**config.mk**
```make
export PLATFORM = sky130hd
export DESIGN_NAME = calc1_port_driver
export DESIGN_NICKNAME = d
export VERILOG_FILES = /design/src/rtl/calc1_pkg.sv /design/src/rtl/calc1_req_fifo.sv /design/src/rtl/calc1_port_driver.sv
export SDC_FILE = /design/constraint.sdc
export NUM_CORES = 1
export LEC_CHECK = 0
export CORE_AREA = 3 3 172 174
export DETAILED_ROUTE_END_ITERATION = 7
export DIE_AREA = 0 0 175 177
export GPL_ROUTABILITY_DRIVEN = 0
export HOLD_SLACK_MARGIN = 0.02
export PLACE_DENSITY = 0.82
export SYNTH_ARGS = -nofsm -noshare
export SYNTH_HDL_FRONTEND = slang
export SYNTH_SLANG_ARGS = --single-unit
```
**constraint.sdc**
```tcl
create_clock -name c_clk -period 5 [get_ports c_clk]
set_input_delay 1 -clock c_clk [delete_from_list [all_inputs] [get_ports c_clk]]
set_output_delay 1 -clock c_clk [all_outputs]
set_load 0.02 [all_outputs]
```
**src/rtl/calc1_pkg.sv**
```systemverilog
// Shared encodings, FSM state and request-entry layout for the calc1 port driver.
package calc1_pkg;

  localparam int DATA_W = 32;
  localparam int CMD_W  = 4;
  localparam int RESP_W = 2;

  localparam logic [CMD_W-1:0] CMD_NOP = 4'd0;
  localparam logic [CMD_W-1:0] CMD_ADD = 4'd1;
  localparam logic [CMD_W-1:0] CMD_SUB = 4'd2;
  localparam logic [CMD_W-1:0] CMD_SHL = 4'd5;
  localparam logic [CMD_W-1:0] CMD_SHR = 4'd6;

  localparam logic [RESP_W-1:0] RESP_NONE = 2'd0;
  localparam logic [RESP_W-1:0] RESP_OK   = 2'd1;
  localparam logic [RESP_W-1:0] RESP_ERR  = 2'd2;
  localparam logic [RESP_W-1:0] RESP_IERR = 2'd3;

  typedef enum logic [2:0] {
    ST_IDLE,
    ST_SEND1,
    ST_SEND2,
    ST_WAIT,
    ST_HOLD
  } drv_state_e;

  typedef struct packed {
    logic [CMD_W-1:0]  cmd;
    logic [DATA_W-1:0] op1;
    logic [DATA_W-1:0] op2;
  } req_entry_t;

  localparam int REQ_W = $bits(req_entry_t);

endpackage

```
**src/rtl/calc1_req_fifo.sv**
```systemverilog
// Synchronous request FIFO; pointers wrap naturally because DEPTH is a power of two.
module calc1_req_fifo
  import calc1_pkg::*;
#(
  parameter int DEPTH = 4,
  parameter int W     = REQ_W
) (
  input  logic         clk,
  input  logic         rst,
  input  logic         push,
  input  logic [W-1:0] wdata,
  input  logic         pop,
  output logic [W-1:0] rdata,
  output logic         full,
  output logic         empty
);

  localparam int AW = $clog2(DEPTH);
  localparam int CW = AW + 1;

  logic [W-1:0]  mem_q [DEPTH];
  logic [AW-1:0] wr_ptr_q, wr_ptr_d;
  logic [AW-1:0] rd_ptr_q, rd_ptr_d;
  logic [CW-1:0] count_q, count_d;
  logic          do_push, do_pop;

  always_comb begin
    full     = (count_q == CW'(DEPTH));
    empty    = (count_q == '0);
    do_push  = push && !full;
    do_pop   = pop && !empty;
    wr_ptr_d = wr_ptr_q;
    rd_ptr_d = rd_ptr_q;
    count_d  = count_q;
    if (do_push) wr_ptr_d = wr_ptr_q + AW'(1);
    if (do_pop)  rd_ptr_d = rd_ptr_q + AW'(1);
    if (do_push && !do_pop) count_d = count_q + CW'(1);
    if (!do_push && do_pop) count_d = count_q - CW'(1);
  end

  assign rdata = mem_q[rd_ptr_q];

  always_ff @(posedge clk) begin
    if (rst) begin
      wr_ptr_q <= '0;
      rd_ptr_q <= '0;
      count_q  <= '0;
    end else begin
      wr_ptr_q <= wr_ptr_d;
      rd_ptr_q <= rd_ptr_d;
      count_q  <= count_d;
    end
  end

  // Storage carries no reset; occupancy alone decides what is valid.
  always_ff @(posedge clk) begin
    if (do_push) mem_q[wr_ptr_q] <= wdata;
  end

endmodule

```
**src/rtl/calc1_port_driver.sv**
```systemverilog
// Request-side transactor for one calc1 port: queues requests, serialises them
// into the two-cycle command/data protocol and returns one response at a time.
module calc1_port_driver
  import calc1_pkg::*;
#(
  parameter int FIFO_DEPTH = 4,
  parameter int TIMEOUT    = 32
) (
  input  logic              c_clk,
  input  logic              reset,
  input  logic              req_valid,
  output logic              req_ready,
  input  logic [CMD_W-1:0]  req_cmd,
  input  logic [DATA_W-1:0] req_op1,
  input  logic [DATA_W-1:0] req_op2,
  output logic [CMD_W-1:0]  calc_cmd,
  output logic [DATA_W-1:0] calc_data,
  input  logic [RESP_W-1:0] calc_resp,
  input  logic [DATA_W-1:0] calc_rdata,
  output logic              rsp_valid,
  input  logic              rsp_ready,
  output logic [RESP_W-1:0] rsp_code,
  output logic [DATA_W-1:0] rsp_data,
  output logic              rsp_timeout
);

  localparam int              CNT_W    = $clog2(TIMEOUT) + 1;
  localparam logic [CNT_W-1:0] CNT_LAST = CNT_W'(TIMEOUT - 1);

  drv_state_e        state_q, state_d;
  req_entry_t        head, push_entry;
  logic              fifo_full, fifo_empty, fifo_push, fifo_pop;
  logic              ready_q, ready_d;
  logic              resp_seen, timed_out;
  logic [CMD_W-1:0]  calc_cmd_q, calc_cmd_d;
  logic [DATA_W-1:0] calc_data_q, calc_data_d;
  logic [DATA_W-1:0] op2_q, op2_d;
  logic [CNT_W-1:0]  cnt_q, cnt_d;
  logic [RESP_W-1:0] rsp_code_q, rsp_code_d;
  logic [DATA_W-1:0] rsp_data_q, rsp_data_d;
  logic              rsp_timeout_q, rsp_timeout_d;

  // ready_q holds req_ready low until the cycle after reset is released.
  assign ready_d    = 1'b1;
  assign req_ready  = ready_q && !fifo_full;
  assign fifo_push  = req_valid && req_ready;
  assign push_entry = '{cmd: req_cmd, op1: req_op1, op2: req_op2};

  calc1_req_fifo #(
    .DEPTH (FIFO_DEPTH),
    .W     (REQ_W)
  ) u_fifo (
    .clk   (c_clk),
    .rst   (reset),
    .push  (fifo_push),
    .wdata (push_entry),
    .pop   (fifo_pop),
    .rdata (head),
    .full  (fifo_full),
    .empty (fifo_empty)
  );

  always_ff @(posedge c_clk) begin
    if (reset) begin
      state_q <= ST_IDLE;
      ready_q <= 1'b0;
    end else begin
      state_q <= state_d;
      ready_q <= ready_d;
    end
  end

  always_comb begin
    state_d = state_q;
    case (state_q)
      ST_IDLE:  if (!fifo_empty) state_d = (head.cmd == CMD_NOP) ? ST_HOLD : ST_SEND1;
      ST_SEND1: state_d = ST_SEND2;
      ST_SEND2: state_d = ST_WAIT;
      ST_WAIT:  if (resp_seen || timed_out) state_d = ST_HOLD;
      ST_HOLD:  if (rsp_ready) state_d = ST_IDLE;
      default:  state_d = ST_IDLE;
    endcase
  end

  // Responses outside WAIT are strays and never decoded.
  always_comb begin
    fifo_pop  = (state_q == ST_IDLE) && !fifo_empty;
    rsp_valid = (state_q == ST_HOLD);
    resp_seen = (state_q == ST_WAIT) && (calc_resp != RESP_NONE);
    timed_out = (state_q == ST_WAIT) && (cnt_q == CNT_LAST);
  end

  always_comb begin
    calc_cmd_d    = calc_cmd_q;
    calc_data_d   = calc_data_q;
    op2_d         = op2_q;
    cnt_d         = cnt_q;
    rsp_code_d    = rsp_code_q;
    rsp_data_d    = rsp_data_q;
    rsp_timeout_d = rsp_timeout_q;
    case (state_q)
      ST_IDLE: begin
        if (!fifo_empty) begin
          if (head.cmd == CMD_NOP) begin
            rsp_code_d    = RESP_ERR;
            rsp_data_d    = '0;
            rsp_timeout_d = 1'b0;
          end else begin
            calc_cmd_d  = head.cmd;
            calc_data_d = head.op1;
            op2_d       = head.op2;
          end
        end
      end
      ST_SEND1: begin
        calc_cmd_d  = CMD_NOP;
        calc_data_d = op2_q;
      end
      ST_SEND2: begin
        calc_cmd_d  = CMD_NOP;
        calc_data_d = '0;
        cnt_d       = '0;
      end
      ST_WAIT: begin
        if (resp_seen) begin
          rsp_code_d    = calc_resp;
          rsp_data_d    = calc_rdata;
          rsp_timeout_d = 1'b0;
        end else if (timed_out) begin
          rsp_code_d    = RESP_NONE;
          rsp_data_d    = '0;
          rsp_timeout_d = 1'b1;
        end else begin
          cnt_d = cnt_q + CNT_W'(1);
        end
      end
      default: ;
    endcase
  end

  // Every externally visible register is cleared by reset.
  always_ff @(posedge c_clk) begin
    if (reset) begin
      calc_cmd_q    <= '0;
      calc_data_q   <= '0;
      rsp_code_q    <= '0;
      rsp_data_q    <= '0;
      rsp_timeout_q <= 1'b0;
    end else begin
      calc_cmd_q    <= calc_cmd_d;
      calc_data_q   <= calc_data_d;
      rsp_code_q    <= rsp_code_d;
      rsp_data_q    <= rsp_data_d;
      rsp_timeout_q <= rsp_timeout_d;
    end
  end

  always_ff @(posedge c_clk) begin
    op2_q <= op2_d;
    cnt_q <= cnt_d;
  end

  assign calc_cmd    = calc_cmd_q;
  assign calc_data   = calc_data_q;
  assign rsp_code    = rsp_code_q;
  assign rsp_data    = rsp_data_q;
  assign rsp_timeout = rsp_timeout_q;

endmodule

```
* Yosys cells after proc, flatten, opt, wreduce, memory -nomap -nowiden
Memory sizes are Yosys's and may differ from the RTL's. A register that Yosys moved wholly into a read port is not among the register bits.
Cells that the tools add are included.
** Word-level totals
- Output and inout bits :: 73
- Flip-flop bits (word level) :: 120
- Memory bits (writable) :: 272
- Input bits :: 106
- Logic and storage cells :: 100
- Memories kept :: 1
** Memories
- u_fifo.mem_q :: depth 4, bits a word 68, rd ports 1, clocked after memory_dff 1, write ports 1, RTL line calc1_req_fifo.sv:21 : logic [W-1:0] mem_q [DEPTH];
** Cells by class
- Bitwise operators :: 2
- Reduce and logical (&&, ||, !) cells :: 30
- $add $sub $neg :: 5
- Multiplexer cells :: 36
- Eq/ne operators :: 14
** Operator list (number)
- $mux 32 :: 6
- $pmux 32 s3 :: 1
- $pmux 32 s2 :: 1
- $mux 3 :: 6
- $pmux 3 s5 :: 1
- $reduce_and 3->1 :: 5
- $mux 2 :: 6
- $mux 6 :: 2
- $pmux 6 s2 :: 1
- $ne 2x2->1 const B :: 5
- $reduce_bool 2->1 :: 5
- $logic_and 1x1->1 :: 9
- $mux 4 :: 2
- $pmux 4 s2 :: 1
- $mux 1 :: 7
- $add 6x1->6 const B :: 1
- $eq 3x2->1 const B :: 2
- $eq 3x3->1 const B :: 2
- $eq 6x5->1 const B :: 1
- $logic_not 3->1 :: 2
- $add 2x1->2 const B :: 2
- $logic_not 1->1 :: 4
- $logic_not 4->1 :: 1
- $ne 2x1->1 const B :: 2
- other kinds (11) :: 12

* Logic depth before layout (Yosys ltp)
- Depth after elaboration :: 8
- Depth in mapped cells :: 10
- Gate-level depth less buffers :: 8

* Modules after synthesis
From an unflattened synthesis, not the netlist that was laid out.
** Second synthesis, totals
- Cell total of the unflattened synthesis :: 746
- Area, all modules :: 14696.6 sq um
** By module, submodules not included
- calc1_req_fifo :: seq. area each 8348.0 sq um, times used 1, cells each 410, area each 10306.1 sq um
- calc1_port_driver :: seq. area each 2642.5 sq um, times used 1, cells each 336, area each 4390.5 sq um

* Least setup slack after synthesis
OpenSTA, ideal clock, no wires.
- Kind :: input to register
- Start point :: input port req_valid
- End point :: memory u_fifo.mem_q[0][0] (netlist name), enable pin
- Data required time :: 4.566 ns
- Path slack :: 1.932 ns
- Arrival :: 2.634 ns
- Buffers on the path :: 0
- Setup time :: 0.434 ns
- Stages :: 1
- Cell sequence :: and3_1
** Between the ends
- Longest elaborated chain between the ends :: 4
** Ends and longest elaborated chain
- from (decl) :: RTL line calc1_port_driver.sv:11 : input logic req_valid,
- $logic_and 1x1->1 :: RTL line calc1_port_driver.sv:46 : assign fifo_push = req_valid && req_ready;
- $logic_and 1x1->1 :: RTL line calc1_req_fifo.sv:30 : do_push = push && !full;
- $mux 1 :: RTL line calc1_req_fifo.sv:57 : if (do_push) mem_q[wr_ptr_q] <= wdata;
- $mux 1 (not written as such) :: RTL line calc1_req_fifo.sv:57
- to (decl) :: RTL line calc1_req_fifo.sv:21
Every way passes these cells.

==> run metrics <==
CP required 5.39 ns; CP max FO 32; outcome completed; Tot GR Track Use 0.218; post-synthesis register bit count 394; CTS tree yes; LEAKAGE 0.00611 uW; pin count of the biggest net entering global routing 69; syn_area_per_cell 16.6 um^2; Initial Utilization 0.551; first-pass GRT wire length 52.7 mm; CTS Buf Count 40; GR Overflow Total 0; post-synthesis cell type count 42; CTS Buffer Depth 3; DRT Pass-1 Iters 6; Buffers on Ports ~180; WP buf/inv 0; post-route setup slack 1.25 ns; crit path kind register to register; register area share after synthesis 0.714; power per cell area around 550 nW/um^2; final design utilization 0.673; M1 wire length 13.4 mm; share of the synthesized area in the top cell type 0.605; CP max stage cell or4_2; met2 routed WL 17.1 mm; CP startpoint kind register; routed vias 9034; Std-Cell Rows 61; vias in the first global route between 9000 and 10000; iteration-0 DRC count of the detailed router 896; Reg2Reg Setup Slack 1.25 ns; setup violators final 0; CTS Hold Bufs 0; Routed WL per cell 22.7 um; Antenna Nets Post-Route 0; CP Capture Type register; Tightest Pin Transition 1.26 ns; Tightest Hold Check Type register to register; top area cells in the synthesized netlist edfxtp_1, dfxtp_1, mux4_2, a2111oi_2, o211ai_1; layout cell share with drive strength beyond 1 0.162; Final Non-Filler Cells 1498; NumNets Final 1202; half-perimeter wire length after placement 19.5 mm; setup_tns 0 ns; floorplan core area 27900 um^2; Setup Skew between 0.01 and 0.015 ns; DR top layer met5; htree depth 2; max_slew headroom 0.159; Final Max Tran Viols 0; Total Power between 10000 and 15000 uW; Reg2Reg Depth 4; die area approximately 31000 um^2; routed wire length between 30 and 40 mm; post-place setup slack about 1.2 ns; clock tree root buffer cell clkbuf_16; clock-pin slew on the worst setup and hold paths 0.06 ns; antenna violations before repair 3; Main synth FF type edfxtp_1; die width 175 um; maximum VDD drop 0.426 mV; Synthesis Warnings 0; area leader, netlist edfxtp_1; synthesized cell area 15400 um^2; Final Hold Violating Endpoints 0; crit path to calc_data[16]$_SDFFE_PP0P_; Clk Latency, worst-skew pair 0.52 ns; Reg2Reg Capture Point calc_data[16]$_SDFFE_PP0P_; instance count on the critical path 4; Cells after DPL 1425; Sink Count 394; Layout Area Growth over Synthesis 22.1%; minimum clock period 3.75 ns; Syn Inst Count 930; Critical Path, Cell by Cell mux4_2, or4_2, o21a_2, a2111oi_1; period utilization 0.749; CP max stage delay 1.02 ns; CP delay by family, top compound AO/OA/AOI/OAI gates; DR WL met3 2.64 mm; worst path arrival time 4.14 ns; syn_nets 1043; fmax 267 MHz; IO Count 179; DRC errors left 0; post-CTS setup buffer count 0; Vias per Instance 6.03; RSZ-0062 raised after global routing no; fraction of registers with async set/reset 0; Vert. Die Dim 177 um; CTS resizes 0; Max Cap Viol 0; Post-synth EDFFs 310
[worst min-delay path by stage]
stage / startpoint / cells past startpoint / to / slack, ns
after global routing: rsp_code[0]$_SDFFE_PP0P_ / 2 / rsp_code[0]$_SDFFE_PP0P_ / 0.54
final: calc_cmd[2]$_SDFFE_PP0P_ / 1 / calc_cmd[2]$_SDFFE_PP0P_ / 0.52
after detailed placement: u_fifo.rd_ptr_q[1]$_SDFFE_PP0P_ / 2 / register / 0.51
after global placement: rsp_code[0]$_SDFFE_PP0P_ / 2 / rsp_code[0]$_SDFFE_PP0P_ / 0.51
after floorplan: u_fifo.count_q[2]$_SDFFE_PP0P_ / 2 / u_fifo.count_q[2]$_SDFFE_PP0P_ / 0.48
after CTS: rsp_code[0]$_SDFFE_PP0P_ / 2 / rsp_code[0]$_SDFFE_PP0P_ / 0.52
[per-layer routing]
layer	GRT usage	up-vias
met5	0	-
met4	0.0648	4
li1	-	4023
met1	0.284	4527
met3	0.0427	66
met2	0.378	414
[through the flow]
step	area, um^2	hold WS [ns]
5_1_grt	18800	0.536
4_1_cts	18800	0.524
3_3_place_gp	17500	0.508
3_5_place_dp	17500	0.509
6_report	18800	0.522
2_1_floorplan	15400	0.481
[report_power, final]
group	leakage, uW	switching, uW	internal [uW]
clock	0.000641	1180	1770
sequential	0.00351	282	4040
combinational	0.00196	1910	1150
[synthesized netlist by cell type (all sizes together), types with 5 or more instances]
library cell  instances
edfxtp              310
dfxtp                84
mux4                 68
clkbuf               56
nor2                 51
nor3                 40
o21ai                38
nand3                37
nand2                35
o211ai               35
a2111oi              33
nor2b                33
a22oi                32
buf                  14
inv                  10
xor2                  7
a21oi                 6
ha                    6
and3                  5
[cells in the final DEF, fill, tap and decap left out, types with 3 or more instances in the layout]
| master | count |
|---|---|
| a2111oi_2 | 30 |
| a21oi_1 | 5 |
| a22oi_1 | 32 |
| a32o_1 | 4 |
| and3_4 | 4 |
| buf_4 | 10 |
| bufinv_16 | 5 |
| clkbuf_1 | 6 |
| clkbuf_16 | 41 |
| clkdlybuf4s50_1 | 177 |
| clkinv_1 | 9 |
| clkinv_2 | 7 |
| dfxtp_1 | 82 |
| edfxtp_1 | 310 |
| ha_1 | 6 |
| inv_1 | 10 |
| mux4_2 | 68 |
| nand2_1 | 35 |
| nand3_1 | 37 |
| nor2_1 | 50 |
| nor2b_1 | 33 |
| nor3_1 | 38 |
| o211ai_1 | 35 |
| o21ai_0 | 36 |
| xnor2_1 | 3 |
| xor2_1 | 7 |
[cell type report]
type | instances | area (um^2)
antenna | 1 | 2.50
clock inverter | 24 | 244
clock buffer | 48 | 1060
sequential | 394 | 11000
timing repair buffer | 187 | 1850
tap | 378 | 473
fill | 1817 | 9140
multi-input combinational | 456 | 4130
inverter | 10 | 37.5
[state kept, by name (all words and copies together) (netlist names), named ones only]
name,count
calc_data,32
rsp_timeout,1
cnt_q,6
rsp_data,32
u_fifo.mem_q,272
rsp_code,2
ready_q,1
op2_q,32
state_q,3
u_fifo.rd_ptr_q,2
u_fifo.count_q,3
calc_cmd,4
u_fifo.wr_ptr_q,2
[cells by family (layout without fill, tap and decap cells)]
group / after synthesis / count (layout) / share of synthesized area
other cells: 0 / 1 / 0
fa+ha+maj: 7 / 7 / 0.00618
compound gates: 157 / 157 / 0.0857
xor+xnor: 10 / 10 / 0.00569
mux: 69 / 69 / 0.100
flops: 394 / 394 / 0.714
buf+inv: 80 / 269 / 0.0217
simple gates: 213 / 213 / 0.0667
Power figures use the tool's default switching activity.
